===== src/rtl/ahb_cmd_master.sv =====
// ahb_cmd_master
//   AHB-side initiator for the AHB-to-APB bridge. Commands are queued in a
//   small FIFO and issued one at a time: a one-cycle HSEL address phase,
//   then a data phase that ends when HREADYOUT returns high (the first
//   data-phase cycle is always spent on the bridge's APB setup). One
//   response is returned per command; a data phase that stays stalled for
//   TIMEOUT cycles is aborted with rsp_err.
//
//   Ports
//     HCLK, RESET            clock, synchronous active-high reset
//     cmd_valid/ready        command handshake (write flag, addr, wdata)
//     rsp_valid              one-cycle completion pulse with rsp_write,
//                            rsp_rdata (0 for writes/errors), rsp_err
//     busy                   FSM active or commands queued
//     HSEL/HADDR/HWRITE      address phase towards the bridge
//     HWDATA                 write data during the data phase
//     HREADY                 bus ready, mirrors HREADYOUT
//     HREADYOUT/HRDATA       bridge ready and read data
//
//   state  | meaning
//   IDLE   | waiting for a queued command and a ready bridge
//   ADDR   | HSEL high, single address-phase cycle
//   DATA   | waiting for HREADYOUT (after the setup cycle) or timeout
module ahb_cmd_master #(
  parameter int ADDR_W     = 7,
  parameter int DATA_W     = 32,
  parameter int FIFO_DEPTH = 4,
  parameter int TIMEOUT    = 16
) (
  input  logic              HCLK,
  input  logic              RESET,
  input  logic              cmd_valid,
  output logic              cmd_ready,
  input  logic              cmd_write,
  input  logic [ADDR_W-1:0] cmd_addr,
  input  logic [DATA_W-1:0] cmd_wdata,
  output logic              rsp_valid,
  output logic              rsp_write,
  output logic [DATA_W-1:0] rsp_rdata,
  output logic              rsp_err,
  output logic              busy,
  output logic              HSEL,
  output logic [ADDR_W-1:0] HADDR,
  output logic              HWRITE,
  output logic [DATA_W-1:0] HWDATA,
  output logic              HREADY,
  input  logic              HREADYOUT,
  input  logic [DATA_W-1:0] HRDATA
);

  localparam int PTR_W = $clog2(FIFO_DEPTH);
  localparam int CNT_W = $clog2(FIFO_DEPTH + 1);
  localparam int TMO_W = $clog2(TIMEOUT + 1);

  typedef enum logic [1:0] {
    S_IDLE = 2'd0,
    S_ADDR = 2'd1,
    S_DATA = 2'd2
  } state_t;

  state_t r_state;
  state_t w_state_nxt;

  logic [ADDR_W-1:0] r_fifo_addr [FIFO_DEPTH];
  logic              r_fifo_wr   [FIFO_DEPTH];
  logic [DATA_W-1:0] r_fifo_wd   [FIFO_DEPTH];
  logic [PTR_W-1:0]  r_wr_ptr;
  logic [PTR_W-1:0]  r_rd_ptr;
  logic [CNT_W-1:0]  r_count;

  logic [TMO_W-1:0]  r_tmo_cnt;
  logic              r_first;
  logic [DATA_W-1:0] r_wdata;

  logic              r_hsel;
  logic [ADDR_W-1:0] r_haddr;
  logic              r_hwrite;
  logic [DATA_W-1:0] r_hwdata;
  logic              r_rsp_valid;
  logic              r_rsp_write;
  logic [DATA_W-1:0] r_rsp_rdata;
  logic              r_rsp_err;

  logic w_empty;
  logic w_push;
  logic w_launch;
  logic w_done;
  logic w_tmo;
  logic w_cnt_inc;

  // The full test uses the pre-edge count, so a full FIFO refuses a push
  // even in a cycle where the FSM pops.
  assign w_empty   = (r_count == '0);
  assign cmd_ready = !RESET && (r_count != CNT_W'(FIFO_DEPTH));
  assign w_push    = cmd_valid && cmd_ready;

  always_comb begin
    w_state_nxt = r_state;
    w_launch    = 1'b0;
    w_done      = 1'b0;
    w_tmo       = 1'b0;
    w_cnt_inc   = 1'b0;
    case (r_state)
      S_IDLE: begin
        if (!w_empty && HREADYOUT) begin
          w_launch    = 1'b1;
          w_state_nxt = S_ADDR;
        end
      end
      S_ADDR: begin
        w_state_nxt = S_DATA;
      end
      S_DATA: begin
        if (HREADYOUT) begin
          // HREADYOUT during the setup cycle does not end the transfer.
          if (!r_first) begin
            w_done      = 1'b1;
            w_state_nxt = S_IDLE;
          end
        end else if (r_tmo_cnt == TMO_W'(TIMEOUT - 1)) begin
          w_tmo       = 1'b1;
          w_state_nxt = S_IDLE;
        end else begin
          w_cnt_inc = 1'b1;
        end
      end
      default: w_state_nxt = S_IDLE;
    endcase
  end

  always_ff @(posedge HCLK) begin
    if (w_push) begin
      r_fifo_addr[r_wr_ptr] <= cmd_addr;
      r_fifo_wr[r_wr_ptr]   <= cmd_write;
      r_fifo_wd[r_wr_ptr]   <= cmd_wdata;
    end
  end

  always_ff @(posedge HCLK) begin
    if (RESET) begin
      r_state     <= S_IDLE;
      r_wr_ptr    <= '0;
      r_rd_ptr    <= '0;
      r_count     <= '0;
      r_tmo_cnt   <= '0;
      r_first     <= 1'b0;
      r_wdata     <= '0;
      r_hsel      <= 1'b0;
      r_haddr     <= '0;
      r_hwrite    <= 1'b0;
      r_hwdata    <= '0;
      r_rsp_valid <= 1'b0;
      r_rsp_write <= 1'b0;
      r_rsp_rdata <= '0;
      r_rsp_err   <= 1'b0;
    end else begin
      r_state <= w_state_nxt;

      if (w_push)   r_wr_ptr <= r_wr_ptr + PTR_W'(1);
      if (w_launch) r_rd_ptr <= r_rd_ptr + PTR_W'(1);
      r_count <= r_count + CNT_W'(w_push) - CNT_W'(w_launch);

      r_rsp_valid <= w_done || w_tmo;

      if (w_launch) begin
        r_hsel   <= 1'b1;
        r_haddr  <= r_fifo_addr[r_rd_ptr];
        r_hwrite <= r_fifo_wr[r_rd_ptr];
        r_wdata  <= r_fifo_wd[r_rd_ptr];
      end

      if (r_state == S_ADDR) begin
        r_hsel    <= 1'b0;
        r_tmo_cnt <= '0;
        r_first   <= 1'b1;
        // Reads leave HWDATA at the last written value.
        if (r_hwrite) r_hwdata <= r_wdata;
      end

      if (r_state == S_DATA) begin
        r_first <= 1'b0;
        if (w_cnt_inc) r_tmo_cnt <= r_tmo_cnt + TMO_W'(1);
      end

      if (w_done) begin
        r_rsp_write <= r_hwrite;
        r_rsp_rdata <= r_hwrite ? '0 : HRDATA;
        r_rsp_err   <= 1'b0;
      end

      if (w_tmo) begin
        r_rsp_write <= r_hwrite;
        r_rsp_rdata <= '0;
        r_rsp_err   <= 1'b1;
      end
    end
  end

  assign busy      = (r_state != S_IDLE) || !w_empty;
  assign HREADY    = HREADYOUT;
  assign HSEL      = r_hsel;
  assign HADDR     = r_haddr;
  assign HWRITE    = r_hwrite;
  assign HWDATA    = r_hwdata;
  assign rsp_valid = r_rsp_valid;
  assign rsp_write = r_rsp_write;
  assign rsp_rdata = r_rsp_rdata;
  assign rsp_err   = r_rsp_err;

endmodule


===== config.mk =====
export PLATFORM = sky130hd
export DESIGN_NAME = ahb_cmd_master
export DESIGN_NICKNAME = d
export VERILOG_FILES = /design/src/rtl/ahb_cmd_master.sv
export SDC_FILE = /design/constraint.sdc
export NUM_CORES = 1
export LEC_CHECK = 0
export ABC_CLOCK_PERIOD_IN_PS = 4250
export CAP_MARGIN = 25
export CORE_MARGIN = 5
export CORE_UTILIZATION = 58
export CTS_CLUSTER_SIZE = 25
export DETAILED_ROUTE_END_ITERATION = 16
export HOLD_SLACK_MARGIN = 0.05
export PLACE_DENSITY = 0.95
export SLEW_MARGIN = 20
export SYNTH_ARGS = -nofsm -noshare
export SYNTH_HDL_FRONTEND = slang
export SYNTH_SLANG_ARGS = --single-unit

===== constraint.sdc =====
create_clock -name HCLK -period 4.25 [get_ports HCLK]
set_input_delay 0.85 -clock HCLK [delete_from_list [all_inputs] [get_ports HCLK]]
set_output_delay 0.85 -clock HCLK [all_outputs]
set_load 0.02 [all_outputs]

==> impl_summary.log, run 1 <==
INFO  metric status = finished, final reports clean
INFO  metric via_per_inst = 5.77
INFO  metric detailedPlacementHpwl = 14900 µm
INFO  metric final_design_area_no_fill = 0.0131 mm²
INFO  metric area_delta_synth_final = 25.2%
INFO  metric drt_first_iter_violations = 439
INFO  metric worstPathBufferInverterCount = 2
INFO  metric start_util = 58.5%
INFO  metric num_antenna_cells = 0
INFO  metric cp.arrival = 2.15 ns
INFO  metric grt_max_degree = 92
INFO  metric p_clk_share = 36.9%
INFO  metric final_min_period_over_clock_period = 70.6%
INFO  metric finalWirelength = 24000 µm
INFO  metric setup-violations-final = 0
INFO  metric crit_family = buffers and inverters
INFO  metric clk_pin_slew = 0.06 ns
INFO  metric seq_area_frac_synth = 69.4%
INFO  metric post_synth_instance_area = 0.0105 mm²
INFO  metric max_cap_viols = 0
INFO  metric power_density = 543 mW/mm²
INFO  metric grt_antenna_before_repair = 1
INFO  metric worst_path_most_repeated_cell = clkdlybuf4s50_1
INFO  metric vdd_ir_drop_max = 0.427 mV
INFO  metric post_route_cells_drive_above_1_share = 12.1%
INFO  metric cts-root-to-sink-buffers = 3
INFO  metric vias = 6745
INFO  metric final-max-slew-violation-count = 0
INFO  metric timing.setup.tns = 0 ns
INFO  metric finish.net_count = 1006
INFO  metric cp_slowest_cell = clkdlybuf4s50_1
INFO  metric wire_length_of_the_first_global_routing_pass = 37800 µm
INFO  metric first_pass_iters = 5
INFO  metric slew-limit-headroom = 35.1%
INFO  metric netlist_instances = 774
INFO  metric final_period_minus_worst_setup_slack = 3.00 ns
INFO  metric fin_worst_skew = 0.0106 ns
INFO  metric remaining_global_route_overflow = 0
INFO  metric synth-seq-cells = 283
INFO  metric synth_fp_nets = 859
INFO  metric gr_util_all_layers = 23.5%
INFO  metric root_buffer = clkbuf_16
INFO  metric dieWidth = 144 µm
INFO  metric core-area = 0.0179 mm²
INFO  metric total_leakage_power = 0.00427 µW
INFO  metric critical_path.endpoint_type = primary output
INFO  metric most_common_cell_after_layout_fill_and_taps_aside = nand2_1
INFO  metric cts_tree = built
INFO  metric filler_cell_count = 1115
INFO  metric p_int = 5320 µW
INFO  metric placed_area = 0.0121 mm²
INFO  metric antenna_left = 0
INFO  metric globalplace.congestion = 0.789
INFO  metric power_switching = 1790 µW
INFO  metric first_global_vias = 6976
INFO  metric design.die.area = 0.0209 mm²
INFO  metric largest_stage_delay_on_the_critical_path = 0.67 ns
INFO  metric min_path_type = flop to flop
INFO  metric detail_route.drc_violations = 0
INFO  metric seq_power_share = 47.0%
INFO  metric cts.hold.buffers_added = 0
INFO  metric top_level_ports = 155
INFO  metric buffer_ports.inserted = 154
INFO  metric chipHeight = 144 µm
INFO  metric fp-row-count = 49
INFO  metric cts.sink_count = 283
INFO  metric worst-path-max-fanout = 7
INFO  metric finalHoldViolations = 0
INFO  metric tightest_slew = 0.974 ns
INFO  metric power_switching_share = 25.2%
INFO  metric p_comb_share = 16.0%
INFO  metric yosysWarnings = 0
INFO  metric most-common-layout-cells = nand2_1 (181), edfxtp_1 (160), clkdlybuf4s50_1 (153)
INFO  metric synth.avg_cell_area = 13.5 µm²
INFO  metric synth.distinct_cells = 40
INFO  metric cell_by_cell_trace_of_the_critical_path = clkdlybuf4s50_1 > clkdlybuf4s50_1
INFO  metric wire_per_inst = 20.5 µm
INFO  metric unrepaired_setup_endpoints_after_global_routing = no
INFO  metric cts-buffers-inserted = 27
INFO  metric cp-start-kind = input pin
INFO  metric postCtsSetupRepairBufs = 0
INFO  metric worst-setup-path-type = input pin to primary output
INFO  metric critPathRequiredTime = 3.40 ns
INFO  metric cts.repair.resized = 0
INFO  metric achievable-frequency = 333 MHz
INFO  metric cts_htree_levels = 1
INFO  metric clock_latency_on_the_worst_skew_pair = 0.52 ns
cell type report:
type,instances,area [µm²],area share [%]
sequential,283,7270,55.4
clock buffer,33,728,5.55
clock inverter,15,255,1.95
multi-input combinational,432,2900,22.1
tap,229,287,2.18
timing repair buffer,167,1640,12.5
inverter,10,37.5,0.286
final timing paths:
check	start	end	slack, ns	cells past startpoint
setup reg to reg	r_count[1]	r_fifo_addr[0][4]	1.83	4
setup / recovery	HREADYOUT	HREADY	1.25	2
hold / removal	r_wdata[21]	HWDATA[21]	0.45	2
hold reg to reg	r_wdata[21]	HWDATA[21]	0.45	2
Yosys cell counts, drive strengths merged:
cell type  instances  area (µm²)
fa                 1        20.0
nand3b            33         248
nand2b             5        31.3
and3               1        6.26
nor2              16        67.6
o21a               1        7.51
nor2b              4        25.0
a31o               1        8.76
mux2i              1        10.0
nand3              3        15.0
buf               30         213
o21bai             1        11.3
a211oi             2        20.0
nand2            181         679
mux4              40         901
xnor2              4        35.0
or2b               1        11.3
nor4b              1        23.8
a31oi              2        12.5
and2b              1        7.51
and2               5        31.3
mux2               1        11.3
dfxtp            123        2460
ha                 8         100
o21ai              1        5.00
nor3               2        10.0
a21oi            112         561
edfxtp           160        4800
o31ai              1        7.51
inv               10        37.5
or4b               1        10.0
or2                1        6.26
clkbuf            19        71.3
nand4              1        6.26
stage by stage:
stage          worst slack [ns]  utilization (%)  instances  hold slack [ns]  total power (µW)
5_1_grt                    1.22             73.3       1169            0.463              7420
3_3_place_gp               1.07             67.7       1121            0.437              4470
6_report                   1.25             73.3       1169            0.449              7120
2_1_floorplan              1.56                -        774            0.432              4140
4_1_cts                    1.25             73.3       1169            0.451              7170
3_5_place_dp               1.03             67.8       1121            0.442              4530
registers in the layout (all words and copies together) (netlist names):
name	cells
r_count	3
r_wr_ptr	2
r_fifo_addr	28
rsp_write	1
HSEL	1
r_fifo_wd	128
r_first	1
rsp_rdata	32
r_rd_ptr	2
r_fifo_wr	4
r_state	2
HWRITE	1
r_tmo_cnt	5
rsp_err	1
HADDR	7
rsp_valid	1
r_wdata	32
HWDATA	32
cell families after synthesis:
logic type               share of synthesized area (%)
adder cells (fa/ha/maj)                           1.15
AO/OA/AOI/OAI                                     6.04
flip-flops                                        69.4
multiplexers                                      8.80
AND/OR/NAND/NOR                                   11.2
buffers and inverters                             3.07
XOR/XNOR                                         0.334
per-layer routing:
layer | track usage [%] | wire [µm] | up-vias | part of all wire (%)
met4 | 7.66 | 671 | 2 | 2.8
met3 | 4.37 | 2260 | 57 | 9.4
li1 | - | - | 3064 | -
met5 | 0 | 13 | - | 0.054
met1 | 29.7 | 8940 | 3284 | 37
met2 | 41.2 | 12100 | 338 | 50
power by group through the flow:
stage                     combinational, µW  sequential [µW]  clock (µW)
final                                  1140             3350        2630
after CTS                              1150             3360        2660
after floorplan                         850             3290           0
after detailed placement               1130             3410           0
after global placement                 1080             3390           0
after global routing                   1240             3390        2790
worst reg2reg max path: stages, from the launching register on:
cell and delay [ns]:
dfxtp_1 0.40, nor2_1 0.10, a211oi_2 0.56, and2_2 0.74, buf_4 0.32
No activity file was read; power rests on OpenSTA's default activity.
==> run 2: changes to the inputs <==
- ABC_CLOCK_PERIOD_IN_PS: 4250 -> 3000
- CORE_UTILIZATION: 58 -> 54
- PLACE_DENSITY: 0.95 -> 0.9
- clock period: 4.25 -> 3 ns (I/O delays scaled with it)
==> impl_summary.log, run 2 (synthesis gave the netlist of run 1 again) <==
INFO  metric total_leakage_power = 0.00424 µW
INFO  metric detailedPlace.worstSlack = 0.334 ns
INFO  metric design.die.area = 0.0223 mm²
INFO  metric final_period_minus_worst_setup_slack = 2.55 ns
INFO  metric achievable-frequency = 392 MHz
INFO  metric worst-path-max-fanout = 7
INFO  metric globalplace.congestion = 0.733
INFO  metric filler_cell_count = 1305
INFO  metric seq_power_share = 48.9%
INFO  metric clock_latency_on_the_worst_skew_pair = 0.53 ns
INFO  metric cts-root-to-sink-buffers = 3
INFO  metric tightest_slew = 0.848 ns
INFO  metric core-area = 0.0193 mm²
INFO  metric cts.repair.resized = 0
INFO  metric cp-start-kind = input pin
INFO  metric register_area = 0.00727 mm²
INFO  metric max_cap_viols = 0
INFO  metric drt_first_iter_violations = 403
INFO  metric unrepaired_setup_endpoints_after_global_routing = no
INFO  metric num_antenna_cells = 0
INFO  metric vias = 6551
INFO  metric final-max-slew-violation-count = 0
INFO  metric postCtsSetupRepairBufs = 0
INFO  metric first_pass_iters = 5
INFO  metric timing.setup.tns = 0 ns
INFO  metric area_delta_synth_final = 25.2%
INFO  metric p_clk_share = 34.2%
INFO  metric min_path_type = input pin to flop
INFO  metric post_route_cells_drive_above_1_share = 12.0%
INFO  metric vdd_ir_drop_max = 0.577 mV
INFO  metric cts.hold.buffers_added = 0
INFO  metric worstPathBufferInverterCount = 2
INFO  metric grt_antenna_before_repair = 0
INFO  metric p_int = 7100 µW
INFO  metric layoutNonFillerInstCount = 1209
INFO  metric fin_worst_skew = 0.00959 ns
INFO  metric slew-limit-headroom = 43.5%
INFO  metric largest_reg_flops = 128
INFO  metric fp-row-count = 51
INFO  metric status = finished, final reports clean
INFO  metric detailedPlacementHpwl = 14000 µm
INFO  metric multi_input_gate_area_in_the_final_layout = 0.00289 mm²
INFO  metric setup-violations-final = 0
INFO  metric most-common-layout-cells = nand2_1 (181), edfxtp_1 (160), clkdlybuf4s50_1 (153)
INFO  metric dpl.cell_count = 1158
INFO  metric grt_max_degree = 76
INFO  metric p_comb_share = 16.9%
INFO  metric cell_by_cell_trace_of_the_critical_path = clkdlybuf4s50_1 > clkdlybuf4s50_1
INFO  metric worst_path_most_repeated_cell = clkdlybuf4s50_1
INFO  metric clk_pin_slew = 0.06 ns
INFO  metric cp.arrival = 1.95 ns
INFO  metric cts-buffers-inserted = 27
INFO  metric first_global_vias = 6721
INFO  metric cts.sink_count = 283
INFO  metric dieWidth = 149 µm
INFO  metric via_per_inst = 5.42
INFO  metric cts_htree_levels = 1
INFO  metric detail_route.drc_violations = 0
INFO  metric gr_util_all_layers = 20.7%
INFO  metric start_util = 54.4%
INFO  metric antenna_left = 0
INFO  metric crit_family = buffers and inverters
INFO  metric wire_per_inst = 19.1 µm
INFO  metric power_switching_share = 26.2%
INFO  metric worst-setup-path-type = input pin to primary output
INFO  metric finalHoldViolations = 0
INFO  metric largest_stage_delay_on_the_critical_path = 0.68 ns
INFO  metric root_buffer = clkbuf_16
INFO  metric top_level_ports = 155
INFO  metric chipHeight = 149 µm
INFO  metric remaining_global_route_overflow = 0
INFO  metric power_switching = 2530 µW
INFO  metric cp_slowest_cell = clkdlybuf4s50_1
INFO  metric power_density = 735 mW/mm²
INFO  metric layout_setup_ws = 0.448 ns
INFO  metric final.hold.worst_slack = 0.421 ns
INFO  metric buffer_ports.inserted = 154
INFO  metric final_min_period_over_clock_period = 85.1%
INFO  metric critPathRequiredTime = 2.40 ns
INFO  metric most_common_cell_after_layout_fill_and_taps_aside = nand2_1
INFO  metric critical_path.endpoint_type = primary output
INFO  metric wire_length_of_the_first_global_routing_pass = 36300 µm
INFO  metric finalWirelength = 23100 µm
INFO  metric finish.net_count = 1008
INFO  metric top_register = r_fifo_wd
INFO  metric cts_tree = built
run 2: final timing paths:
path / endpoint / slack (ns) / cells after the start / startpoint
worst min register to register: HWDATA[1] / 0.45 / 2 / r_wdata[1]
worst min-delay path: r_count[2] / 0.42 / 2 / RESET
worst max-delay path: HREADY / 0.45 / 2 / HREADYOUT
worst max register to register: r_count[2] / 0.96 / 9 / r_count[1]
run 2: per-stage QoR:
stage	total power (µW)	cell area [µm²]	util (%)
floorplan	5870	10500	-
global placement	6360	12200	63.5
finish	9630	13100	68.0
CTS	9720	13100	68.0
global route	10100	13100	68.0
detailed placement	6420	12200	63.5
run 2: final cells by class:
| class | count | share of cell area (%) |
|---|---|---|
| Sequential cell | 283 | 55.5 |
| Tap cell | 265 | 2.53 |
| Clock buffer | 35 | 5.77 |
| Multi-Input combinational cell | 432 | 22.1 |
| Clock inverter | 15 | 0.859 |
| Timing Repair Buffer | 169 | 13.0 |
| Inverter | 10 | 0.286 |
run 2: power groups by stage:
stage	logic, µW	clock network (µW)	registers (µW)
floorplan	1200	0	4660
global placement	1580	0	4780
detailed placement	1620	0	4800
CTS	1640	3350	4730
global route	1770	3550	4770
finish	1630	3290	4710
run 2: metal layers:
metal | up-vias | GRT usage (%) | routed length [µm]
li1 | 3055 | - | -
met2 | 283 | 35.8 | 11600
met1 | 3180 | 27.0 | 9120
met4 | 0 | 4.53 | 412
met3 | 33 | 4.92 | 1990
met5 | - | 0 | 0
==> run 3: changes to the inputs <==
- CORE_MARGIN: 5 -> not set
==> impl_summary.log, run 3 (synthesis gave the netlist of run 1 again) <==
INFO  metric core-area = 0.0188 mm²
INFO  metric post_route_cells_drive_above_1_share = 12.6%
INFO  metric critPathRequiredTime = 2.40 ns
INFO  metric final.hold.worst_slack = 0.444 ns
INFO  metric fin_worst_skew = 0.0130 ns
INFO  metric largest_stage_delay_on_the_critical_path = 0.66 ns
INFO  metric layoutNonFillerInstCount = 1211
INFO  metric power_density = 735 mW/mm²
INFO  metric wire_length_of_the_first_global_routing_pass = 35500 µm
INFO  metric antenna_left = 0
INFO  metric max_cap_viols = 0
INFO  metric layout_setup_ws = 0.488 ns
INFO  metric unrepaired_setup_endpoints_after_global_routing = no
INFO  metric root_buffer = clkbuf_16
INFO  metric num_antenna_cells = 0
INFO  metric finalHoldViolations = 0
INFO  metric first_global_vias = 6876
INFO  metric filler_cell_count = 1269
INFO  metric slew-limit-headroom = 42.9%
INFO  metric detailedPlace.worstSlack = 0.358 ns
INFO  metric postCtsSetupRepairBufs = 0
INFO  metric dieWidth = 141 µm
INFO  metric worst-setup-path-type = input pin to primary output
INFO  metric cts.repair.resized = 0
INFO  metric cts_htree_levels = 1
INFO  metric cell_by_cell_trace_of_the_critical_path = clkdlybuf4s50_1 > clkdlybuf4s50_1
INFO  metric clock_latency_on_the_worst_skew_pair = 0.54 ns
INFO  metric cts-root-to-sink-buffers = 3
INFO  metric cts_tree = built
INFO  metric finalWirelength = 22700 µm
INFO  metric fp-row-count = 50
INFO  metric cts-buffers-inserted = 28
INFO  metric dpl.cell_count = 1158
INFO  metric clk_pin_slew = 0.06 ns
INFO  metric chipHeight = 141 µm
INFO  metric cts.hold.buffers_added = 0
INFO  metric vdd_ir_drop_max = 0.625 mV
INFO  metric drt_first_iter_violations = 405
INFO  metric design.die.area = 0.0200 mm²
INFO  metric min_path_type = input pin to flop
INFO  metric worstPathBufferInverterCount = 2
INFO  metric top_level_ports = 155
INFO  metric buffer_ports.inserted = 154
INFO  metric power = 9690 µW
INFO  metric total_leakage_power = 0.00429 µW
INFO  metric critical_path.endpoint_type = primary output
INFO  metric cts.sink_count = 283
INFO  metric wire_per_inst = 18.8 µm
INFO  metric cp-start-kind = input pin
INFO  metric via_per_inst = 5.48
INFO  metric top_register = r_fifo_wd
INFO  metric status = finished, final reports clean
INFO  metric finish.net_count = 1014
INFO  metric final_period_minus_worst_setup_slack = 2.51 ns
INFO  metric crit_family = buffers and inverters
INFO  metric most-common-layout-cells = nand2_1 (181), edfxtp_1 (160), clkdlybuf4s50_1 (153)
INFO  metric remaining_global_route_overflow = 0
INFO  metric vias = 6637
INFO  metric setup-violations-final = 0
INFO  metric detailedPlacementHpwl = 13900 µm
INFO  metric most_common_cell_after_layout_fill_and_taps_aside = nand2_1
INFO  metric timing.setup.tns = 0 ns
INFO  metric final_min_period_over_clock_period = 83.7%
INFO  metric gr_util_all_layers = 23.2%
INFO  metric cp.arrival = 1.91 ns
INFO  metric detail_route.drc_violations = 0
INFO  metric worst_path_most_repeated_cell = clkdlybuf4s50_1
INFO  metric area_delta_synth_final = 25.8%
INFO  metric grt_antenna_before_repair = 0
INFO  metric start_util = 55.6%
INFO  metric worst-path-max-fanout = 7
INFO  metric final-max-slew-violation-count = 0
INFO  metric grt_max_degree = 68
INFO  metric globalplace.congestion = 0.772
INFO  metric achievable-frequency = 398 MHz
INFO  metric tightest_slew = 0.857 ns
INFO  metric first_pass_iters = 5
INFO  metric cp_slowest_cell = clkdlybuf4s50_1
INFO  metric largest_reg_flops = 128
[run 3: cell count changes in the layout (fill, tap and decap cells not counted), moves of 2 or more]
cell      previous run  this run
clkbuf_8             3         0
clkinv_2             4        11
inv_4                3         0
buf_4               11        14
buf_12               4         6
[run 3: cell type report]
cell class                 instances  area [µm²]  area share [%]
inverter                          10        37.5           0.285
clock inverter                    21         171            1.30
sequential                       283        7270            55.2
clock buffer                      31         712            5.40
timing repair buffer             174        1770            13.4
tap                              260         325            2.47
multi-input combinational        432        2890            22.0
[run 3: report_power, final]
part	total (µW)	switching [µW]	leakage [µW]	internal (µW)
registers	4720	302	0.00245	4410
clock network	3330	1440	0.000442	1890
logic	1640	802	0.00140	839
[run 3: per-stage QoR]
stage | cell area, µm² | util [%]
finish | 13200 | 70.0
global route | 13200 | 70.0
CTS | 13200 | 69.9
detailed placement | 12300 | 65.2
global placement | 12300 | 65.2
floorplan | 10500 | -
[run 3: per-layer routing]
metal / share of wire (%) / up-vias / track usage [%]
li1: - / 3082 / -
met1: 38 / 3230 / 28.2
met2: 50 / 275 / 40.8
met3: 8.7 / 50 / 5.57
met4: 2.4 / 0 / 7.49
met5: 0 / - / 0
[run 3: path summary, 6_finish.rpt]
kind | startpoint | end | slack (ns) | cells after the start
worst min-delay path | RESET | rsp_write | 0.44 | 2
worst min register to register | rsp_rdata[16] | rsp_rdata[16] | 0.45 | 2
worst max-delay path | HREADYOUT | HREADY | 0.49 | 2
worst max register to register | r_count[1] | r_count[2] | 0.99 | 9
